--- config.mk ---
export PLATFORM = sky130hd
export DESIGN_NAME = sim_run_supervisor
export DESIGN_NICKNAME = d
export VERILOG_FILES = /design/src/rtl/sim_run_supervisor_pkg.sv /design/src/rtl/sim_run_supervisor_commit_popcount.sv /design/src/rtl/sim_run_supervisor.sv
export SDC_FILE = /design/constraint.sdc
export NUM_CORES = 1
export LEC_CHECK = 0
export ABC_AREA = 0
export BUFFER_PORTS_ARGS = -buffer_cell sky130_fd_sc_hd__buf_2
export CAP_MARGIN = 30
export CORE_MARGIN = 2
export CORE_UTILIZATION = 51
export CTS_BUF_LIST = sky130_fd_sc_hd__clkbuf_16
export CTS_CLUSTER_SIZE = 30
export DETAILED_ROUTE_END_ITERATION = 10
export GPL_TIMING_DRIVEN = 0
export PLACE_DENSITY = 0.77
export REMOVE_ABC_BUFFERS = 1
export SLEW_MARGIN = 10
export SYNTH_ARGS = -nofsm -noshare
export SYNTH_HDL_FRONTEND = slang
export SYNTH_SLANG_ARGS = --single-unit
export TNS_END_PERCENT = 20
--- constraint.sdc ---
create_clock -name clk -period 4.1 [get_ports clk]
set_clock_uncertainty 0.2 [all_clocks]
set_input_delay 0 -clock clk [delete_from_list [all_inputs] [get_ports clk]]
set_output_delay 0 -clock clk [all_outputs]
set_load 0.005 [all_outputs]
--- src/rtl/sim_run_supervisor_pkg.sv ---
// Shared types and sizing helpers for the run supervisor.
package sim_run_pkg;

  typedef enum logic [2:0] {LOAD, RUN, DRAIN, HALT, FAIL} run_state_t;

  typedef enum logic [2:0] {
    CAUSE_NONE     = 3'd0,
    CAUSE_TIMEOUT  = 3'd1,
    CAUSE_MON_ERR  = 3'd2,
    CAUSE_MEM_ERR  = 3'd3,
    CAUSE_DEADLOCK = 3'd4
  } fail_cause_t;

  localparam int unsigned DEFAULT_CHANNELS = 8;
  localparam int unsigned POP_W = $clog2(DEFAULT_CHANNELS + 1);

  function automatic int unsigned pop_width(input int unsigned channels);
    return $clog2(channels + 1);
  endfunction

  // Width of a down-window counter that counts 0..n-1 (never narrower than 1 bit).
  function automatic int unsigned ctr_width(input int unsigned n);
    return (n > 1) ? $clog2(n) : 1;
  endfunction

endpackage

--- src/rtl/sim_run_supervisor_commit_popcount.sv ---
// Combinational population count of the per-channel commit strobes.
module commit_popcount
  import sim_run_pkg::*;
#(
  parameter int unsigned CHANNELS = DEFAULT_CHANNELS,
  parameter int unsigned PW       = pop_width(CHANNELS)
) (
  input  logic [CHANNELS-1:0] bits,
  output logic [PW-1:0]       count
);

  always_comb begin
    count = '0;
    for (int i = 0; i < CHANNELS; i++) begin
      count = count + PW'(bits[i]);
    end
  end

endmodule

--- src/rtl/sim_run_supervisor.sv ---
// Run supervisor: halt/timeout/error/deadlock arbitration with cycle and commit counting.
// Optional deadlock watchdog enabled by defining SIM_RUN_SUPERVISOR_DEADLOCK_EN.
module sim_run_supervisor
  import sim_run_pkg::*;
#(
  parameter int unsigned CHANNELS        = DEFAULT_CHANNELS,
  parameter int unsigned CNT_W           = 32,
  parameter int unsigned DRAIN_CYCLES    = 5,
  parameter int unsigned DEADLOCK_CYCLES = 10000
) (
  input  logic                clk,
  input  logic                rst,
  input  logic [CNT_W-1:0]    timeout_limit,
  input  logic [CHANNELS-1:0] commit_valid,
  input  logic [CHANNELS-1:0] halt,
  input  logic                mon_error,
  input  logic                mem_error,
  output logic                done,
  output logic                pass,
  output logic [2:0]          fail_cause,
  output logic [CNT_W-1:0]    cycle_count,
  output logic [63:0]         commit_count
);

  localparam int unsigned PW      = pop_width(CHANNELS);
  localparam int unsigned DRAIN_W = ctr_width(DRAIN_CYCLES);
  localparam logic [DRAIN_W-1:0] DRAIN_LAST =
      DRAIN_W'((DRAIN_CYCLES > 0) ? DRAIN_CYCLES - 1 : 0);
  localparam logic [CNT_W-1:0] CNT_ONE = CNT_W'(1);

  run_state_t         state_q;
  logic [CNT_W-1:0]   limit_q;
  logic [DRAIN_W-1:0] drain_cnt_q;
  logic [PW-1:0]      pop;

  logic               halt_hit;
  logic               timeout_hit;
  logic               error_hit;
  logic               deadlock_hit;
  fail_cause_t        error_cause;
  logic [CNT_W-1:0]   cycle_next;
  logic [64:0]        commit_sum;
  logic [63:0]        commit_next;

  commit_popcount #(
    .CHANNELS(CHANNELS),
    .PW      (PW)
  ) u_popcount (
    .bits (commit_valid),
    .count(pop)
  );

  always_comb begin
    halt_hit    = |(halt & commit_valid);
    timeout_hit = (limit_q != '0) && (cycle_count == limit_q - CNT_ONE);
    error_hit   = mon_error | mem_error;
    error_cause = mon_error ? CAUSE_MON_ERR : CAUSE_MEM_ERR;
    cycle_next  = (&cycle_count) ? cycle_count : cycle_count + CNT_ONE;
    commit_sum  = {1'b0, commit_count} + 65'(pop);
    commit_next = commit_sum[64] ? '1 : commit_sum[63:0];
  end

`ifdef SIM_RUN_SUPERVISOR_DEADLOCK_EN
  localparam int unsigned IDLE_W = ctr_width(DEADLOCK_CYCLES);
  localparam logic [IDLE_W-1:0] IDLE_LAST =
      IDLE_W'((DEADLOCK_CYCLES > 0) ? DEADLOCK_CYCLES - 1 : 0);

  logic [IDLE_W-1:0] idle_cnt_q;

  assign deadlock_hit = ~(|commit_valid) && (idle_cnt_q == IDLE_LAST);
`else
  // Parameter stays referenced so both builds share one interface.
  assign deadlock_hit = 1'b0 && (DEADLOCK_CYCLES != 0);
`endif

  always_ff @(posedge clk or posedge rst) begin
    if (rst) begin
      state_q      <= LOAD;
      limit_q      <= '0;
      drain_cnt_q  <= '0;
      done         <= 1'b0;
      pass         <= 1'b0;
      fail_cause   <= CAUSE_NONE;
      cycle_count  <= '0;
      commit_count <= '0;
`ifdef SIM_RUN_SUPERVISOR_DEADLOCK_EN
      idle_cnt_q   <= '0;
`endif
    end else begin
      unique case (state_q)
        LOAD: begin
          limit_q <= timeout_limit;
          state_q <= RUN;
        end

        RUN: begin
          cycle_count  <= cycle_next;
          commit_count <= commit_next;
`ifdef SIM_RUN_SUPERVISOR_DEADLOCK_EN
          idle_cnt_q   <= (|commit_valid) ? '0 : idle_cnt_q + IDLE_W'(1);
`endif
          // Exit priority: halt, timeout, monitor/memory error, deadlock.
          if (halt_hit) begin
            state_q    <= HALT;
            done       <= 1'b1;
            pass       <= 1'b1;
            fail_cause <= CAUSE_NONE;
          end else if (timeout_hit) begin
            state_q    <= FAIL;
            done       <= 1'b1;
            fail_cause <= CAUSE_TIMEOUT;
          end else if (error_hit) begin
            fail_cause  <= error_cause;
            drain_cnt_q <= '0;
            if (DRAIN_CYCLES == 0) begin
              state_q <= FAIL;
              done    <= 1'b1;
            end else begin
              state_q <= DRAIN;
            end
          end else if (deadlock_hit) begin
            state_q    <= FAIL;
            done       <= 1'b1;
            fail_cause <= CAUSE_DEADLOCK;
          end
        end

        DRAIN: begin
          cycle_count  <= cycle_next;
          commit_count <= commit_next;
          if (drain_cnt_q == DRAIN_LAST) begin
            state_q <= FAIL;
            done    <= 1'b1;
          end else begin
            drain_cnt_q <= drain_cnt_q + DRAIN_W'(1);
          end
        end

        HALT, FAIL: begin
          state_q <= state_q;
        end

        default: state_q <= LOAD;
      endcase
    end
  end

endmodule

==> results, run 1 <==
- The maximum root-to-sink buffer count is 2.
- The number of port buffers is 151.
- The tightest hold path in the finished design has a slack of 0.0256 ns.
- From left edge to right edge, the die measures 129 um.
- In this run the worst path has a maximum fanout of 3.
- For this run, the total global-route usage over all layers was measured as 0.256.
- The maximum number of pins on one net before global-route repair is 89.
- The total overflow left after global routing is 0.
- STA puts the critical path data required time at 4.21 ns.
- The initial antenna violation count is 0.
- The area added between synthesis and finish is 27.7%.
- The number of clock sinks is 138.
- In this design, the stage delay of the slowest critical-path cell is 0.57 ns.
- The most instantiated library cell after synthesis is dfrtp_1.
- In this run, CTS created clock tree buffers numbering 17.
- Max-cap violations in this run came to 0.
- The routed via count is 7060.
- Synthesis produced a netlist whose cell count is 827.
- The final-layout setup total negative slack is 0 ns.
- The post-layout total power is 0.00299 W.
- The HPWL reported at the end of detailed placement is 14200 um.
- The depth of the CTS H-tree is 4.
- The final antenna-violating net count is 0.
- At the pin with the least slew margin, the transition time is 0.815 ns.
- TritonCTS built the clock tree.
- Setup repair after global routing could not meet its margin everywhere.
- Yosys attributes the largest share of cell area to dfrtp_1 44%, xnor2_1 7.4%, xor2_1 5.2%.
- Static timing analysis puts the maximum clock frequency at 248 MHz.
- The number of placed instances with taps included is 1149.
- The total length of routed met3 wires is 1320 um.
- In the final layout, the share of cells above drive strength 1 is 0.257.
- The total setup violations reported at the end of the flow is 0.
- The effective utilization at floorplan is 0.520.
- In the final routing, the length of wire on met1 measures 8810 um.
- At the worst endpoint, the arrival time is 4.14 ns.
- Across all register-to-register paths, the minimum setup slack is 0.18 ns.
- The overall die height is 129 um.
- The total count of hold-check failures in the final report is 0.
- The later-pin clock latency in the skew report is 0.43 ns.
- The number of enable-type register cells in the synthesized netlist is 0.
- The critical path endpoint category is a flip-flop.
- The flow ran to the end, and the final reports show no timing, DRC or antenna violations.
- At the end of routability-driven placement, the weighted congestion stood at 0.908.
- In this run the core area contains 45 standard-cell rows.
- The maximum VDD drop is 295 uV.
- Counting distinct cell types in the post-synthesis netlist gives 69.
- In this run the mean area of a mapped cell was 9.57 um2.
- The total number of nets in the final design is 1105.
- Of the available clock period, the critical path in the final layout requires 0.982.
- The analysis attributes to cell leakage a power of 5.21 nW.
- The cell at the root of the clock tree is clkbuf_16.
- After detailed routing, the average wire length per cell comes to 16.9 um.
- After synthesis, the share of flip-flops with an asynchronous set or reset is 1.00.
- The via-per-instance ratio is 5.71.
- The share of the Yosys chip area taken by registers is 0.436.
- 153 I/O pins were placed.
- The count of inserted antenna diode cells is 0.
- The count of warnings emitted by yosys is 0.
- The critical path goes through buf_6, ha_4, inv_2, fa_1, fa_1, fa_2, fa_2, inv_1, ha_1, a21o_1, a21o_1, a21oi_2, or4b_4, nor4_4, nor3b_2, xnor2_1, nand2_1.
- The number of standard cells in the layout, taps in and fillers out is 1237.
- The total area inside the core boundary comes to 15200 um2.
- The worst setup path is launched from an input pin.
- The top flip-flop cell by instance count after synthesis is dfrtp_1.
- The first detailed-routing pass ran for 5 iterations.
- In the detailed route, the total length drawn on met2 is 10200 um.
- After synthesis, the most frequently instantiated cells are 138 x dfrtp_1, 104 x nand2_1, 67 x xnor2_1.
- Signal routing reaches up to met4.
- The synthesized design contains 138 register bits.
- The number of pins exceeding their max-slew limit in the final report was 0.
- The ratio of total power to cell area is 296 nW/um2.
- The dominant cell type by area after synthesis is dfrtp_1.
- The number of global-route vias before repair is 6850.
- The first global-routing pass estimated 33600 um of wire.
- The number of design-rule violations left by the first detailed-router iteration is 536.
- The final critical delay including setup and external delays is 4.02 ns.
- Headroom to the max-slew limit came out at 0.452.
- The share of synthesized area in the top cell type comes to 0.436.
- Clock-pin slew was measured on the worst setup and hold paths at 0.06 ns.
- The worst hold-check path type is input pin to flip-flop.
- The die covers 16500 um2.
- After detailed routing, the number of remaining DRC violations is 0.
- The cell area that synthesis handed to floorplanning was 7910 um2.
- The slowest stage of the critical path is the fa_2 cell.
- The worst setup path is of the input pin to flip-flop kind.
- Summed over all layers, the routed wires come to 20900 um.
-- cell usage in the layout (no fill, tap or decap), types with 4 or more instances in the layout --
master / count
o21ai_0: 22
dfrtp_1: 138
nor3_1: 22
nand2_1: 103
nand4_1: 25
mux2_2: 31
a31oi_1: 6
inv_6: 6
buf_6: 4
xnor2_1: 67
a21o_1: 4
dlygate4sd3_1: 45
clkinvlp_4: 5
xor2_1: 47
a21oi_1: 11
and3_1: 22
a22oi_1: 4
o21a_1: 4
or3_1: 19
o21ai_1: 4
inv_1: 36
clkbuf_16: 17
a211oi_1: 6
or4_1: 4
ha_1: 11
buf_2: 152
nor2b_1: 8
and4_1: 5
nor4_4: 4
nand2b_1: 9
nor4_1: 16
buf_4: 11
nor2_1: 50
and2_1: 4
nand3_1: 53
-- path summary, 6_finish.rpt --
kind / startpoint / depth (start not counted) / to
max: commit_valid[0] / 17 / commit_count[31]
min: halt[7] / 5 / state_q[1]
max reg2reg: limit_q[0] / 11 / fail_cause[0]
min reg2reg: pass / 1 / pass
max in group asynchronous: rst / 5 / cycle_count[18]
min in group asynchronous: rst / 4 / commit_count[21]
-- cells by family (layout without fill, tap and decap cells) --
group           after synthesis  after routing  share of synthesized area
compound gates               84             84                     0.0689
xor+xnor                    114            114                      0.126
fa+ha+maj                    17             17                     0.0316
buf+inv                      61            283                     0.0315
flops                       138            138                      0.436
mux                          32             32                     0.0454
other cells                   1              1                   0.000474
simple gates                380            380                      0.259
-- power breakdown --
part,internal [W],leakage (nW),switching [W],total [W]
Clock,0.000783,0.256,0.000635,0.00142
Sequential,0.00136,1.87,0.000000786,0.00136
Combinational,0.000106,3.09,0.000103,0.000209
Total,0.00225,5.21,0.000739,0.00299
-- final cells by class --
cell class	instances	area (um2)
fillers	1190	5100
multi-input cells	628	4340
flip-flops and latches	138	3450
repair buffers	214	1390
clock buffers	17	425
well taps	188	235
inverters	37	144
clock inverters	15	119
-- routing by layer --
layer / vias up / track usage
li1: 3328 / -
met1: 3452 / 0.329
met2: 233 / 0.419
met3: 47 / 0.0649
met4: 0 / 0.0997
met5: - / 0
-- state kept, by name, indices dropped and copies added (netlist names) --
name          cells
limit_q          32
state_q           3
drain_cnt_q       3
pass              1
done              1
fail_cause        2
cycle_count      32
commit_count     64
-- timing repair --
item,4_1_cts,5_1_grt
setup endpoints to repair,61,55
hold endpoints to repair,176,0
pin swaps,3,6
setup buffers,5,5
gates cloned,0,1
hold buffers,45,0
resized for setup,11,16
-- metrics by stage --
stage / instance area, um2 / setup WS [ns] / util
3_3_place_gp: 8790 / -2.11 / 0.578
5_1_grt: 10100 / -0.0455 / 0.665
3_5_place_dp: 8890 / -1.38 / 0.585
2_1_floorplan: 7800 / -0.898 / -
6_report: 10100 / 0.0752 / 0.665
4_1_cts: 9980 / -0.0292 / 0.657
-- worst max-delay path: cells and delay by family --
kind | cells | cell delay, ns
buffers and inverters | 3 | 0.18
xor gates and xnor gates | 1 | 0.14
AOI/OAI and AO/OA | 3 | 0.37
adders and majority gates | 6 | 2.37
and+or+nand+nor | 4 | 1.09
No activity file was read; power rests on OpenSTA's default activity.
==> run 2: changes to the inputs <==
SETUP_SLACK_MARGIN = 0.1   (was unset)
==> run 2 against run 1 <==
  * Combinational power rose by 14%
  * Cell count rose by 0.40%
  * Sequential share of layout area fell by 0.27 points
  * Non-clock buffer count rose by 4
  * Clock-buffer cell count did not move
  * Total power rose by 1.0%
  * Critical path depth did not move
  * Core utilization rose by 0.53 points
  * First-iteration DRC count rose by 11%
  * Register-to-register slack improved by 0.11 ns
  * Critical path type unchanged
==> results, run 2 (synthesized netlist as in run 1, its figures left out) <==
- The most frequent standard cell in the layout excluding fill and tap cells is buf_2 (unchanged).
- The path type of the worst setup path is input pin to flip-flop (unchanged).
- The post-route cell area is 10200 um2 (was 10100 um2).
- The worst relative slew slack is 0.412 (was 0.452).
- The number of primary I/O pins is 153 (unchanged).
- The number of pins exceeding their max-slew limit in the final report is 0 (unchanged).
- The maximum root-to-sink buffer count is 2 (unchanged).
- The number of port buffers is 151 (unchanged).
- The final critical delay including setup and external delays is 4.01 ns (was 4.02 ns).
- The register containing the most flip-flops in the final layout is commit_count (unchanged).
- Top flop regs: commit_count x64, cycle_count x32, limit_q x32 (unchanged).
- The reported max-cap violation count was 0 (unchanged).
- The cell at the root of the clock tree is clkbuf_16 (unchanged).
- The number of flip-flops under the largest register name is 64 (unchanged).
- The worst endpoint required time is 4.21 ns (about the same).
- The post-layout total power came to 0.00302 W (was 0.00299 W).
- The later-pin clock latency in the skew report is 0.43 ns (about the same).
- The worst hold-check path type is input pin to flip-flop (unchanged).
- The count of inserted antenna diode cells came to 0 (unchanged).
- The overall fraction of global-route tracks in use is 0.256 (about the same).
- The final routed wire length divided by cell count came to 17.1 um (was 16.9 um).
- The routed via count came to 7157 (was 7060).
- The final antenna-violating net count is 0 (unchanged).
- The count of fill cells added during filler insertion is 1175 (was 1190).
- The element type at the critical path start is an input pin (unchanged).
- The core region area is 15200 um2 (unchanged).
- The transition time of the tightest slew-check pin is 0.874 ns (was 0.815 ns).
- The clock transition at the registers of the reported paths was 0.06 ns (about the same).
- The ratio of total power to cell area came to 297 nW/um2 (was 296 nW/um2).
- Most frequent cells in the layout: 152 x buf_2, 138 x dfrtp_1, 103 x nand2_1 (unchanged).
- The overall die height is 129 um (unchanged).
- The sequential cell area in the final layout was 3450 um2 (unchanged).
- The number of remaining DRC errors is 0 (unchanged).
- The number of detailed-routing iterations run before antenna repair came to 5 (unchanged).
- The number of buffers created by CTS is 17 (unchanged).
- The CTS tree is yes (unchanged).
- The number of standard-cell rows in the floorplan is 45 (unchanged).
- The total number of nets in the final design came to 1110 (was 1105).
- The ratio of final minimum period to clock period came to 0.978 (was 0.982).
- The total routed wirelength was 21200 um (was 20900 um).
- The cell area after placement came to 8890 um2 (unchanged).
- The effective utilization at floorplan is 0.520 (unchanged).
- The data arrival time of the critical path came to 4.12 ns (was 4.14 ns).
- The HPWL reported at the end of detailed placement is 14200 um (unchanged).
- The via-per-instance ratio is 5.76 (was 5.71).
- The initial antenna violation count is 0 (unchanged).
- The top fanout value on the critical path is 3 (unchanged).
- The overflow left after global routing is 0 (unchanged).
- The number of clock sinks is 138 (unchanged).
- The die extent in x is 129 um (unchanged).
- The total setup violations reported at the end of the flow is 0 (unchanged).
- The maximum VDD drop is 299 uV (was 295 uV).
- The wire length of the first global-routing pass came to 33500 um (was 33600 um).
- The critical path endpoint category is a flip-flop (unchanged).
- The standby leakage power is 5.25 nW (was 5.21 nW).
- The maximum operating frequency is 249 MHz (was 248 MHz).
- The maximum number of pins on one net before global-route repair is 89 (unchanged).
- The total count of hold-check failures in the final report is 0 (unchanged).
- The routability congestion estimate from global placement is 0.908 (unchanged).
- The area occupied by multi-input gates was 4390 um2 (was 4340 um2).
- The number of global-route vias before repair is 6849 (was 6850).
- The area added between synthesis and finish came to 28.7% (was 27.7%).
- The depth of the CTS H-tree is 4 (unchanged).
- Setup repair after global routing missed its margin: yes (unchanged).
- The total die area came to 16500 um2 (unchanged).
- The layout cell share with drive strength beyond 1 is 0.265 (was 0.257).
- The number of design-rule violations left by the first detailed-router iteration is 596 (was 536).
- Status: finished clean (unchanged).
[run 2: metrics by stage]
| stage | setup TNS, ns | worst slack [ns] | utilization | hold slack [ns] | std cells |
|---|---|---|---|---|---|
| 6_report | 0 | 0.0890 | 0.670 | 0.0297 | 1242 |
| 2_1_floorplan | -41.83 | -0.898 | - | -0.0832 | 803 |
| 5_1_grt | 0 | 0.00344 | 0.670 | 0.0990 | 1242 |
| 4_1_cts | 0 | 0.0538 | 0.657 | 0.0108 | 1231 |
| 3_5_place_dp | -67.61 | -1.38 | 0.585 | -0.126 | 1149 |
| 3_3_place_gp | -321.19 | -2.11 | 0.578 | 0.0142 | 1142 |
[run 2: cell type report]
class	count	share of cell area
clock inverters	15	0.0117
multi-input cells	629	0.431
well taps	188	0.0231
repair buffers	218	0.139
inverters	37	0.0141
flip-flops and latches	138	0.339
clock buffers	17	0.0418
[run 2: final timing paths]
kind / depth (start not counted) / slack, ns / to / startpoint
max reg2reg: 12 / 0.29 / fail_cause[0] / limit_q[0]
min in group asynchronous: 4 / 0.55 / commit_count[21] / rst
min reg2reg: 1 / 0.27 / pass / pass
max: 17 / 0.09 / commit_count[31] / commit_valid[0]
min: 5 / 0.03 / state_q[1] / halt[7]
max in group asynchronous: 5 / 2.35 / cycle_count[18] / rst
[run 2: power by group]
part | switching, W | internal, W | total, W
Sequential | 0.000000812 | 0.00136 | 0.00136
Combinational | 0.000114 | 0.000124 | 0.000238
Clock | 0.000637 | 0.000783 | 0.00142
Total | 0.000752 | 0.00227 | 0.00302
[run 2: worst max-delay path, cell delays in order]
cell	delay [ns]
buf_6	0.10
ha_4	0.25
inv_2	0.03
fa_1	0.48
fa_1	0.43
fa_2	0.37
fa_2	0.57
inv_2	0.05
ha_4	0.25
a21o_1	0.10
a21o_1	0.17
a21oi_4	0.09
or4b_4	0.57
nor4_4	0.20
nor3b_2	0.25
xnor2_1	0.14
nand2_1	0.07
[run 2: repair_timing]
item | CTS | global route
hold buffers | 45 | 0
cloned | 0 | 2
setup buffers | 5 | 9
endpoints found under the setup margin | 63 | 55
hold endpoints to repair | 176 | 0
pin swaps | 2 | 8
gates resized for setup | 13 | 24
[run 2: layer usage]
layer  GRT usage  vias to the layer above  routed length, um
met3      0.0649                       39               1440
met1       0.328                     3505               8870
li1            -                     3347                  -
met4       0.102                        0                547
met5           0                        -                  0
met2       0.419                      266              10400
